$ cat src/rtl/modred_pkg.sv
// modred_pkg: shared constants and helpers for the Barrett modular reducer.
//   LOGQ_DEF / Q_DEF : default modulus width and modulus.
//   barrett_m()      : Barrett constant M = floor(2^(2*logq) / q).
//   red_width()      : width of the partially reduced value r (logq+1).
//   mod_ref()        : plain a % q reference model for benches.
package modred_pkg;

  localparam int              LOGQ_DEF = 17;
  localparam longint unsigned Q_DEF    = 64'd65537;

  function automatic logic [127:0] barrett_m(input int logq, input longint unsigned q);
    return (128'd1 << (2 * logq)) / {64'd0, q};
  endfunction

  function automatic int red_width(input int logq);
    return logq + 1;
  endfunction

  function automatic longint unsigned mod_ref(input longint unsigned a,
                                              input longint unsigned q = Q_DEF);
    return a % q;
  endfunction

endpackage

$ cat src/rtl/modred_pipe_stage.sv
// modred_pipe_stage: one valid/ready register slice carrying data plus tag.
//   valid_i/ready_o/data_i/tag_i : upstream side (ready_o = slice free).
//   valid_o/ready_i/data_o/tag_o : downstream side (ready_i = next slice free).
// The slice loads whenever it is free, so an empty slice always accepts and
// a full slice that drains can take new data in the same cycle.
// RST_DATA=1 also clears data/tag on reset (used for the output slice).
module modred_pipe_stage #(
  parameter int DW       = 8,
  parameter int TW       = 1,
  parameter bit RST_DATA = 1'b0
) (
  input  logic          clk,
  input  logic          rst_n,
  input  logic          valid_i,
  output logic          ready_o,
  input  logic [DW-1:0] data_i,
  input  logic [TW-1:0] tag_i,
  output logic          valid_o,
  input  logic          ready_i,
  output logic [DW-1:0] data_o,
  output logic [TW-1:0] tag_o
);

  logic          v_q, v_d;
  logic [DW-1:0] data_q;
  logic [TW-1:0] tag_q;
  logic          load;

  assign ready_o = !v_q || ready_i;
  assign v_d     = ready_o ? valid_i : v_q;
  assign load    = ready_o && valid_i;

  always_ff @(posedge clk) begin
    if (!rst_n) v_q <= 1'b0;
    else        v_q <= v_d;
  end

  // A stalled slice keeps data/tag untouched; only a real load overwrites.
  always_ff @(posedge clk) begin
    if (RST_DATA && !rst_n) begin
      data_q <= '0;
      tag_q  <= '0;
    end else if (load) begin
      data_q <= data_i;
      tag_q  <= tag_i;
    end
  end

  assign valid_o = v_q;
  assign data_o  = data_q;
  assign tag_o   = tag_q;

endmodule

$ cat src/rtl/modred_pipe.sv
// modred_pipe: 3-stage pipelined Barrett reducer, out_s = in_a mod Q.
//   clk, rst_n (sync, active low)
//   in_valid/in_ready/in_a/in_tag    : operand input handshake
//   out_valid/out_ready/out_s/out_tag: result output handshake
//   busy                              : any stage holds data
// S1 registers a and the Barrett quotient estimate qh = (a*M) >> 2*LOGQ,
// S2 registers r = a - qh*Q (0 <= r < 2Q), S3 registers the final
// conditional subtraction and drives the outputs directly.
module modred_pipe
  import modred_pkg::*;
#(
  parameter int              LOGQ = LOGQ_DEF,
  parameter longint unsigned Q    = Q_DEF,
  parameter int              TAGW = 4
) (
  input  logic              clk,
  input  logic              rst_n,
  input  logic              in_valid,
  output logic              in_ready,
  input  logic [2*LOGQ-1:0] in_a,
  input  logic [TAGW-1:0]   in_tag,
  output logic              out_valid,
  input  logic              out_ready,
  output logic [LOGQ-1:0]   out_s,
  output logic [TAGW-1:0]   out_tag,
  output logic              busy
);

  localparam int AW  = 2 * LOGQ;       // operand width
  localparam int MW  = AW + 1;         // Barrett constant width
  localparam int PW  = 4 * LOGQ + 1;   // full a*M product width
  localparam int QHW = PW - AW;        // quotient estimate width
  localparam int RW  = red_width(LOGQ);

  localparam logic [MW-1:0]  M   = MW'(barrett_m(LOGQ, Q));
  localparam logic [QHW-1:0] QQH = QHW'(Q);
  localparam logic [RW-1:0]  QR  = RW'(Q);
  localparam logic [RW-1:0]  Q2  = RW'(2 * Q);

  // ---- S1: a and the high part of p = a*M (the fraction bits of p are
  // never used downstream, so only the quotient part is stored).
  logic [QHW-1:0]    qh_d;
  logic              s1_v, s1_rdy;
  logic [AW-1:0]     s1_a;
  logic [QHW-1:0]    s1_qh;
  logic [TAGW-1:0]   s1_tag;

  assign qh_d = QHW'((PW'(in_a) * PW'(M)) >> AW);

  // ---- S2: r = a - qh*Q; qh underestimates by at most 1, so r < 2Q and
  // fits in LOGQ+1 bits.
  logic [AW-1:0]     qq;
  logic [RW-1:0]     r_d;
  logic              s2_v, s2_rdy;
  logic [RW-1:0]     s2_r;
  logic [TAGW-1:0]   s2_tag;

  assign qq  = AW'(s1_qh * QQH);
  assign r_d = RW'(s1_a - qq);

  // ---- S3: final correction into [0, Q).
  logic [LOGQ-1:0]   s_d;
  logic              s3_rdy;

  assign s_d = (s2_r >= QR) ? LOGQ'(s2_r - QR) : LOGQ'(s2_r);

  modred_pipe_stage #(.DW(AW + QHW), .TW(TAGW), .RST_DATA(1'b0)) u_s1 (
    .clk    (clk),
    .rst_n  (rst_n),
    .valid_i(in_valid),
    .ready_o(s1_rdy),
    .data_i ({in_a, qh_d}),
    .tag_i  (in_tag),
    .valid_o(s1_v),
    .ready_i(s2_rdy),
    .data_o ({s1_a, s1_qh}),
    .tag_o  (s1_tag)
  );

  modred_pipe_stage #(.DW(RW), .TW(TAGW), .RST_DATA(1'b0)) u_s2 (
    .clk    (clk),
    .rst_n  (rst_n),
    .valid_i(s1_v),
    .ready_o(s2_rdy),
    .data_i (r_d),
    .tag_i  (s1_tag),
    .valid_o(s2_v),
    .ready_i(s3_rdy),
    .data_o (s2_r),
    .tag_o  (s2_tag)
  );

  modred_pipe_stage #(.DW(LOGQ), .TW(TAGW), .RST_DATA(1'b1)) u_s3 (
    .clk    (clk),
    .rst_n  (rst_n),
    .valid_i(s2_v),
    .ready_o(s3_rdy),
    .data_i (s_d),
    .tag_i  (s2_tag),
    .valid_o(out_valid),
    .ready_i(out_ready),
    .data_o (out_s),
    .tag_o  (out_tag)
  );

  assign in_ready = s1_rdy;
  assign busy     = s1_v | s2_v | out_valid;

`ifndef SYNTHESIS
  // A partial remainder of 2Q or more means the Barrett bound was broken
  // (bad Q/LOGQ pairing); the single correction step would then be wrong.
  always_ff @(posedge clk) begin
    if (rst_n && s2_v)
      assert (s2_r < Q2) else $error("modred_pipe: partial remainder %0d >= 2Q", s2_r);
  end
`endif

endmodule

$ cat config.mk
export PLATFORM = sky130hd
export DESIGN_NAME = modred_pipe
export DESIGN_NICKNAME = d
export VERILOG_FILES = /design/src/rtl/modred_pkg.sv /design/src/rtl/modred_pipe_stage.sv /design/src/rtl/modred_pipe.sv
export SDC_FILE = /design/constraint.sdc
export NUM_CORES = 1
export LEC_CHECK = 0
export ABC_CLOCK_PERIOD_IN_PS = 7300
export CAP_MARGIN = 20
export CORE_MARGIN = 1.5
export CORE_UTILIZATION = 35
export DETAILED_ROUTE_END_ITERATION = 16
export MAX_ROUTING_LAYER = met4
export PLACE_DENSITY = 0.65
export SLEW_MARGIN = 30
export SYNTH_ARGS = -nofsm -noshare
export SYNTH_HDL_FRONTEND = slang
export SYNTH_SLANG_ARGS = --single-unit
$ cat constraint.sdc
create_clock -name clk -period 7.3 [get_ports clk]
set_input_delay 1.46 -clock clk [delete_from_list [all_inputs] [get_ports clk]]
set_output_delay 1.46 -clock clk [all_outputs]
set_load 0.02 [all_outputs]
## After elaboration in Yosys (flattened, before gate mapping)

Index checks and enable logic that the tools add are counted.

- Register bits after elaboration: 86
- Input bits: 42
- Output and inout bits: 24
- Logic and storage cells: 26

- $add $sub $neg: 2
- Multiply operators: 2
- Magnitude comparators: 1
- Muxes and demuxes: 1
- Bitwise logic cells: 2
- Reductions and logical operators: 9

Operator list:

| cell | count |
|---|---|
| $mul 34x16->50 const B | 1 |
| $ge 18x17->1 const B | 1 |
| $mul 18x17->18 const B | 1 |
| $sub 18x18->18 | 1 |
| $mux 17 | 1 |
| $sub 17x17->17 const B | 1 |
| $logic_and 1x1->1 | 3 |
| $logic_not 1->1 | 3 |
| $logic_or 1x1->1 | 3 |
| $or 1x1->1 | 2 |

## Logic depth before layout (Yosys ltp)

Gate-level depths: netlist of run 1.

- Depth after elaboration: 5
- Depth in mapped cells: 21
- Mapped depth without buffers: 21

## Modules after synthesis

A second synthesis of run 1 with hierarchy kept.

- Cells, all modules: 1,461
- Area, all modules: 15,838.9 sq um

By module, submodules not included:

| module | instances | cells each | area each (sq um) | sequential area each (sq um) |
|---|---|---|---|---|
| modred_pipe | 1 | 1,259 | 11,956.5 | 0.0 |
| modred_pipe_stage (u_s1) | 1 | 78 | 2,249.7 | 2,212.1 |
| modred_pipe_stage (u_s3) | 1 | 97 | 914.6 | 440.4 |
| modred_pipe_stage (u_s2) | 1 | 27 | 718.2 | 680.7 |

## Worst setup path before layout of run 1

OpenSTA, ideal clock, no wires.

- Kind: input to register
- Start point: input in_a[6]
- End point: register u_s1.data_q[15] (netlist: u_s1.data_o[15]), data pin
- Setup time: 261 ps
- Arrival time: 7,125 ps
- Path slack: -86 ps
- Cell stages on the path: 21
- Cell sequence: inv_1 fa_1 inv_1 fa_1 inv_1 fa_1 inv_1 fa_1 fa_1 inv_1 fa_1 inv_1 ha_1 nand3_2 or4_4 or4b_1 a211oi_2 a21oi_2 a21oi_4 and3_2 a211oi_2

- Cells in the longest elaborated chain, start to end: 1

Ends and longest elaborated chain:

| element | line | RTL |
|---|---|---|
| from (decl) | modred_pipe.sv:20 | `input logic [2*LOGQ-1:0] in_a,` |
| $mul 34x16->50 | modred_pipe.sv:48 | `assign qh_d = QHW'((PW'(in_a) * PW'(M)) >> AW);` |
| net qh_d[15] | modred_pipe.sv:42 | `logic [QHW-1:0] qh_d;` |
| to (signal assigned) | modred_pipe_stage.sv:44 | `data_q <= data_i;` |
| to (decl) | modred_pipe_stage.sv:25 | `logic [DW-1:0] data_q;` |

The timed path passes the listed nets, and every way through them passes these cells.
A chain may end at the register's enable or synchronous reset.

## Final worst setup path of run 1

- Start point: input in_a[15]
- End point: register u_s1.data_q[15] (netlist: u_s1.data_o[15]), data pin

Same word-level chain as after synthesis.

==> reports/metrics.cfg, run 1 <==
[layout]
antenna_cells = 0
fillers = 3911
final_core_util_pct = 44.8
drive_above_1_share_pct = 23.8
synthToLayoutAreaGrowth_pct = 25.4
design.final.nets = 2228

[detailed_routing]
wl_met1_mm = 16.9
vias_per_cell = 4.58
wl_met3_mm = 1.23
drt_iter0_drc = 532
drt_wl_total_mm = 36.1
highest_layer = met4
wl_per_cell_um = 16.1
drtPass1Iterations = 5
vias = 10300
dr_wl_met2_mm = 17.4
final_antenna_net_count = 0
drc = 0

[timing]
period_share_pct = 99.7
hold_violations = 0
period_needed_ns = 7.28
worstMarginPinSlew_ns = 0.729
maxSlewViolCount = 0
setup_violations = 0
maxSlewHeadroom_pct = 51.0
fin_hold_ws_ns = 0.426
skew_ns = 0.0118
max_freq_mhz = 137
rsz0062_at_grt = true

[floorplanning]
rows = 74
num_io_pins = 66
initial_core_util_pct = 35.7
fp.dieW_um = 208
die_h_um = 208
fp.coreArea_um2 = 41100
die-area_um2 = 43200

[setup_path]
setup.worst_path.start = in_a[15]
reg2reg_setup_slack_ns = 2.42
crit_required_ns = 7.40
cp-endpoint = u_s1.data_o[15]$_DFFE_PP_
ff2ff_path_depth = 18
crit_path_top_delay_cell = fa_2
r2r_end = u_s2.data_o[12]$_DFFE_PP_
arrival_ns = 7.38
slowest_delay_ns = 0.53
crit_type = input port to register
start_kind = input port
endpoint_kind = register
regToRegStartpoint = u_s1.data_o[0]$_DFFE_PP_
path_cells = buf_2 -> buf_6 -> fa_2 -> inv_2 -> fa_1 -> buf_4 -> fa_1 -> inv_2 -> fa_2 -> fa_1 -> inv_2 -> fa_1 -> inv_2 -> ha_4 -> nand3_4 -> or4_4 -> or4b_4 -> a211oi_4 -> a21oi_4 -> a21oi_4 -> and3_4 -> a211oi_2
cp_max_fo = 6

[synthesis]
syn_area_um2 = 14700
syn_inst = 1401
syn_nets = 1920
yosys_warnings = 0
yosysUniqueCellTypes = 64
async_reset_ff_share_pct = 0
synth-edff-count = 62
ys_ff_latch = 86
ys.flop_type = edfxtp_1
yosysSeqAreaShare_pct = 15.9
syn_area_per_cell_um2 = 10.5

[cts]
cts.sinks = 86
htree_levels = 3
cts_hold_buf = 0
cts-root-buf = clkbuf_16
clock_latency_ns = 0.35
cts_tree = built
numCtsBuffers = 9
cts.clk_slew.worst_paths_ns = 0.07
cts_buffer_depth = 2

[grt]
first_global_vias = 11200
grt_pass1_wl_mm = 58.8
grt_usage_pct = 17.9
grt_max_degree = 41
antenna_found_initial = 0
overflow = 0

[place]
gp_congestion = 0.935
port_buffers = 65
dp_hpwl_mm = 32.2

[outcome]
status = finished, final reports clean

[run]
drv_cap = 0

[worst_hold_path]
hp-class = register to register

==> routing by layer <==
layer	GRT usage, %	vias up
li1	-	4992
met1	23.8	5075
met2	29.6	196
met3	2.35	26
met4	3.00	0
met5	-	-
==> worst min path at each step <==
stage,startpoint,endpoint,slack [ns],cells after the start
after floorplan,u_s1.tag_o[0]$_DFFE_PP_,u_s2.tag_o[0]$_DFFE_PP_,0.40,0
after global placement,u_s1.tag_o[1]$_DFFE_PP_,u_s2.tag_o[1]$_DFFE_PP_,0.40,0
after detailed placement,u_s1.tag_o[3]$_DFFE_PP_,u_s2.tag_o[3]$_DFFE_PP_,0.41,0
after CTS,u_s1.tag_o[3]$_DFFE_PP_,u_s2.tag_o[3]$_DFFE_PP_,0.42,0
after global routing,u_s1.tag_o[3]$_DFFE_PP_,u_s2.tag_o[3]$_DFFE_PP_,0.43,0
final,u_s1.tag_o[3]$_DFFE_PP_,u_s2.tag_o[3]$_DFFE_PP_,0.43,0
==> through the flow <==
stage               area, um2  cells  setup slack, ns  TNS [ns]
CTS                     18300   2238          0.00209         0
global route            18400   2246           -0.118    -0.812
global placement        17600   2204            -1.06    -16.08
floorplan               14700   1401           0.0102         0
detailed placement      17600   2204            -1.11    -17.05
finish                  18400   2246           0.0224         0
==> layout by cell type, fill, tap and decap left out, types with 12 or more instances in the layout <==
cell type / instances
nand3_1: 15
fa_2: 34
o21ai_0: 24
edfxtp_1: 62
nor2_1: 37
nand2_1: 30
xnor2_1: 43
xor2_1: 16
buf_4: 237
inv_1: 386
a21oi_1: 50
clkdlybuf4s50_1: 32
a21o_1: 27
ha_1: 179
nor2b_1: 12
ha_4: 15
inv_2: 43
dfxtp_1: 24
fa_1: 249
==> cell usage after synthesis (all sizes together) (4+ instances only) <==
cell type	number	share of area [%]
mux2i	6	0.41
nand2	31	0.79
a31oi	5	0.21
and3	7	0.31
edfxtp	62	13
nand3	19	0.68
nor3	11	0.37
nor2b	13	0.55
o211ai	7	0.39
nand4	8	0.34
clkbuf	7	0.18
inv	434	11
and2	4	0.17
a21oi	56	2.0
xor2	16	0.95
o211a	10	0.68
o21ai	26	0.89
ha	194	17
a21o	27	1.4
nor4	4	0.17
o21a	6	0.31
a21boi	5	0.26
o221ai	4	0.24
a211oi	4	0.27
fa	283	39
xnor2	43	2.6
nor2	37	0.95
or3	4	0.17
dfxtp	24	3.3
==> critical path, delay by kind of cell <==
kind                       cells  cell delay (ns)
adders and majority gates      7             3.30
AOI/OAI and AO/OA              4             0.67
buffers and inverters          7             0.60
and+or+nand+nor                4             1.36
==> flip-flops by register name, summed over array words and instances, names as in the netlist <==
name,flops
u_s1.data_o,36
u_s2.data_o,18
u_s3.data_o,17
u_s1.tag_o,4
u_s2.tag_o,4
u_s3.tag_o,4
u_s1.valid_o,1
u_s2.valid_o,1
u_s3.valid_o,1
==> area by class of cell <==
type                       count  area (um2)  area share [%]
multi-input combinational    872       11100            60.0
timing repair buffer         306        2400            13.0
sequential                    86        2340            12.7
inverter                     434        1640            8.91
tap                          532         666            3.61
clock buffer                  10         250            1.36
clock inverter                 6        78.8           0.428
==> logic make-up (layout without fill, tap and decap cells) <==
group	count (synthesis)	after routing	share of synthesized area [%]
fa+ha+maj	477	477	55.1
flops	86	86	15.9
compound gates	173	174	8.08
simple gates	155	155	5.43
buf+inv	444	756	11.5
xor+xnor	59	59	3.52
mux	7	7	0.485
==> timing repair <==
action | in CTS | in global routing
setup endpoints to repair | 18 | 15
pin swaps | 81 | 80
setup buffers | 20 | 11
gates cloned | 1 | 0
resized for setup | 144 | 85
Power of run 1 is not shown: default switching activity piles up to over one toggle a cycle in this logic, so the estimate is an artifact.
==> run 2, diff against run 1 <==
CORE_UTILIZATION = 45   (was 35)
PLACE_DENSITY = 0.77   (was 0.65)
==> run 2 against run 1 <==
- hold slack got worse by 0.0049 ns
- setup slack improved by 0.036 ns
- critical path type unchanged
- register-to-register slack worse by 0.07 ns
==> reports/metrics.cfg, run 2 (same netlist as run 1, synthesis figures left out) <==
[layout]
design.final.nets = 2219
layout_commonest_cell = inv_1
final_cell_mix = inv_1 (395), fa_1 (244), buf_4 (225)
synthToLayoutAreaGrowth_pct = 24.2
antenna_cells = 0
largest_reg_flops = 36
drive_above_1_share_pct = 22.8

[setup_path]
endpoint_kind = register
crit_type = input port to register
crit_path_top_delay_cell = fa_2
arrival_ns = 7.34
slowest_delay_ns = 0.58
cp_max_fo = 6
crit_required_ns = 7.39
critical_path.top_delay_family = adder cells
path_cells = clkdlybuf4s15_2 -> inv_2 -> fa_2 -> buf_4 -> fa_2 -> xnor2_2 -> ha_1 -> a21o_1 -> fa_2 -> fa_1 -> inv_2 -> fa_1 -> inv_2 -> ha_4 -> nand3_4 -> or4_4 -> or4b_4 -> a211oi_4 -> a21oi_4 -> a21oi_4 -> and3_4 -> a211oi_2
start_kind = input port
crit_buf_inv = 5

[timing]
maxSlewHeadroom_pct = 48.5
maxSlewViolCount = 0
worstMarginPinSlew_ns = 0.765
setup_violations = 0
skew_ns = 0.00343
setup_tns_ns = 0
hold_violations = 0
period_share_pct = 99.2
rsz0062_at_grt = true
max_freq_mhz = 138
period_needed_ns = 7.24

[outcome]
status = finished, final reports clean

[detailed_routing]
drt_iter0_drc = 446
drtPass1Iterations = 5
vias = 10400
final_antenna_net_count = 0
drt_wl_total_mm = 35.1
wl_per_cell_um = 16.4
drc = 0
vias_per_cell = 4.85

[cts]
cts.clk_slew.worst_paths_ns = 0.07
cts-root-buf = clkbuf_16
clock_latency_ns = 0.34
cts_hold_buf = 0
cts_tree = built
htree_levels = 3
cts_buffer_depth = 2
cts.sinks = 86
numCtsBuffers = 9

[grt]
overflow = 0
grt_pass1_wl_mm = 57.0
grt_usage_pct = 22.5
first_global_vias = 11300
antenna_found_initial = 0
grt_max_degree = 41

[place]
port_buffers = 65
dp_hpwl_mm = 31.3
gp_congestion = 0.953

[floorplanning]
fp.coreArea_um2 = 31900
initial_core_util_pct = 46.1
num_io_pins = 66
die-area_um2 = 33700
die_h_um = 184
rows = 65
fp.dieW_um = 184

[run]
drv_cap = 0

[worst_hold_path]
hp-class = register to register

[run 2: repair_timing]
action | CTS | global route
endpoints found under the setup margin | 18 | 14
resized for setup | 129 | 81
pin swaps | 61 | 45
cloned | 1 | 0
buffers inserted | 11 | 10
[run 2: final timing paths]
path                       startpoint                   endpoint  slack (ns)  cells past startpoint
max                           in_a[6]  u_s1.data_o[15]$_DFFE_PP_        0.06                     22
min           u_s1.tag_o[1]$_DFFE_PP_    u_s2.tag_o[1]$_DFFE_PP_        0.42                      0
max reg2reg  u_s1.data_o[0]$_DFFE_PP_  u_s2.data_o[12]$_DFFE_PP_        2.35                     18
min reg2reg   u_s1.tag_o[1]$_DFFE_PP_    u_s2.tag_o[1]$_DFFE_PP_        0.42                      0
[run 2: layout make-up]
type	instances	area (um2)
fillers	2631	13600
multi-input cells	872	11000
repair buffers	297	2350
flip-flops and latches	86	2340
inverters	434	1650
well taps	435	544
clock buffers	9	225
clock inverters	7	90.1
[run 2: through the flow]
stage	area, um2	util [%]	hold WS, ns	setup WS, ns	cells
finish	18200	57.2	0.421	0.0584	2140
CTS	18100	56.8	0.422	0.000222	2130
detailed placement	17500	54.9	0.405	-0.950	2102
global placement	17500	54.9	0.406	-0.846	2102
floorplan	14700	-	0.400	0.0102	1401
global route	18200	57.2	0.433	-0.114	2140
[run 2: routing by layer]
layer  vias to the layer above  GRT usage [%]  wire length (um)
li1                       4983              -                 -
met1                      5120           29.3             15700
met2                       239           37.8             17200
met3                        45           3.01              1510
met4                         0           4.66               687
met5                         -              -                 0
Power of run 2 is left out for the same reason.
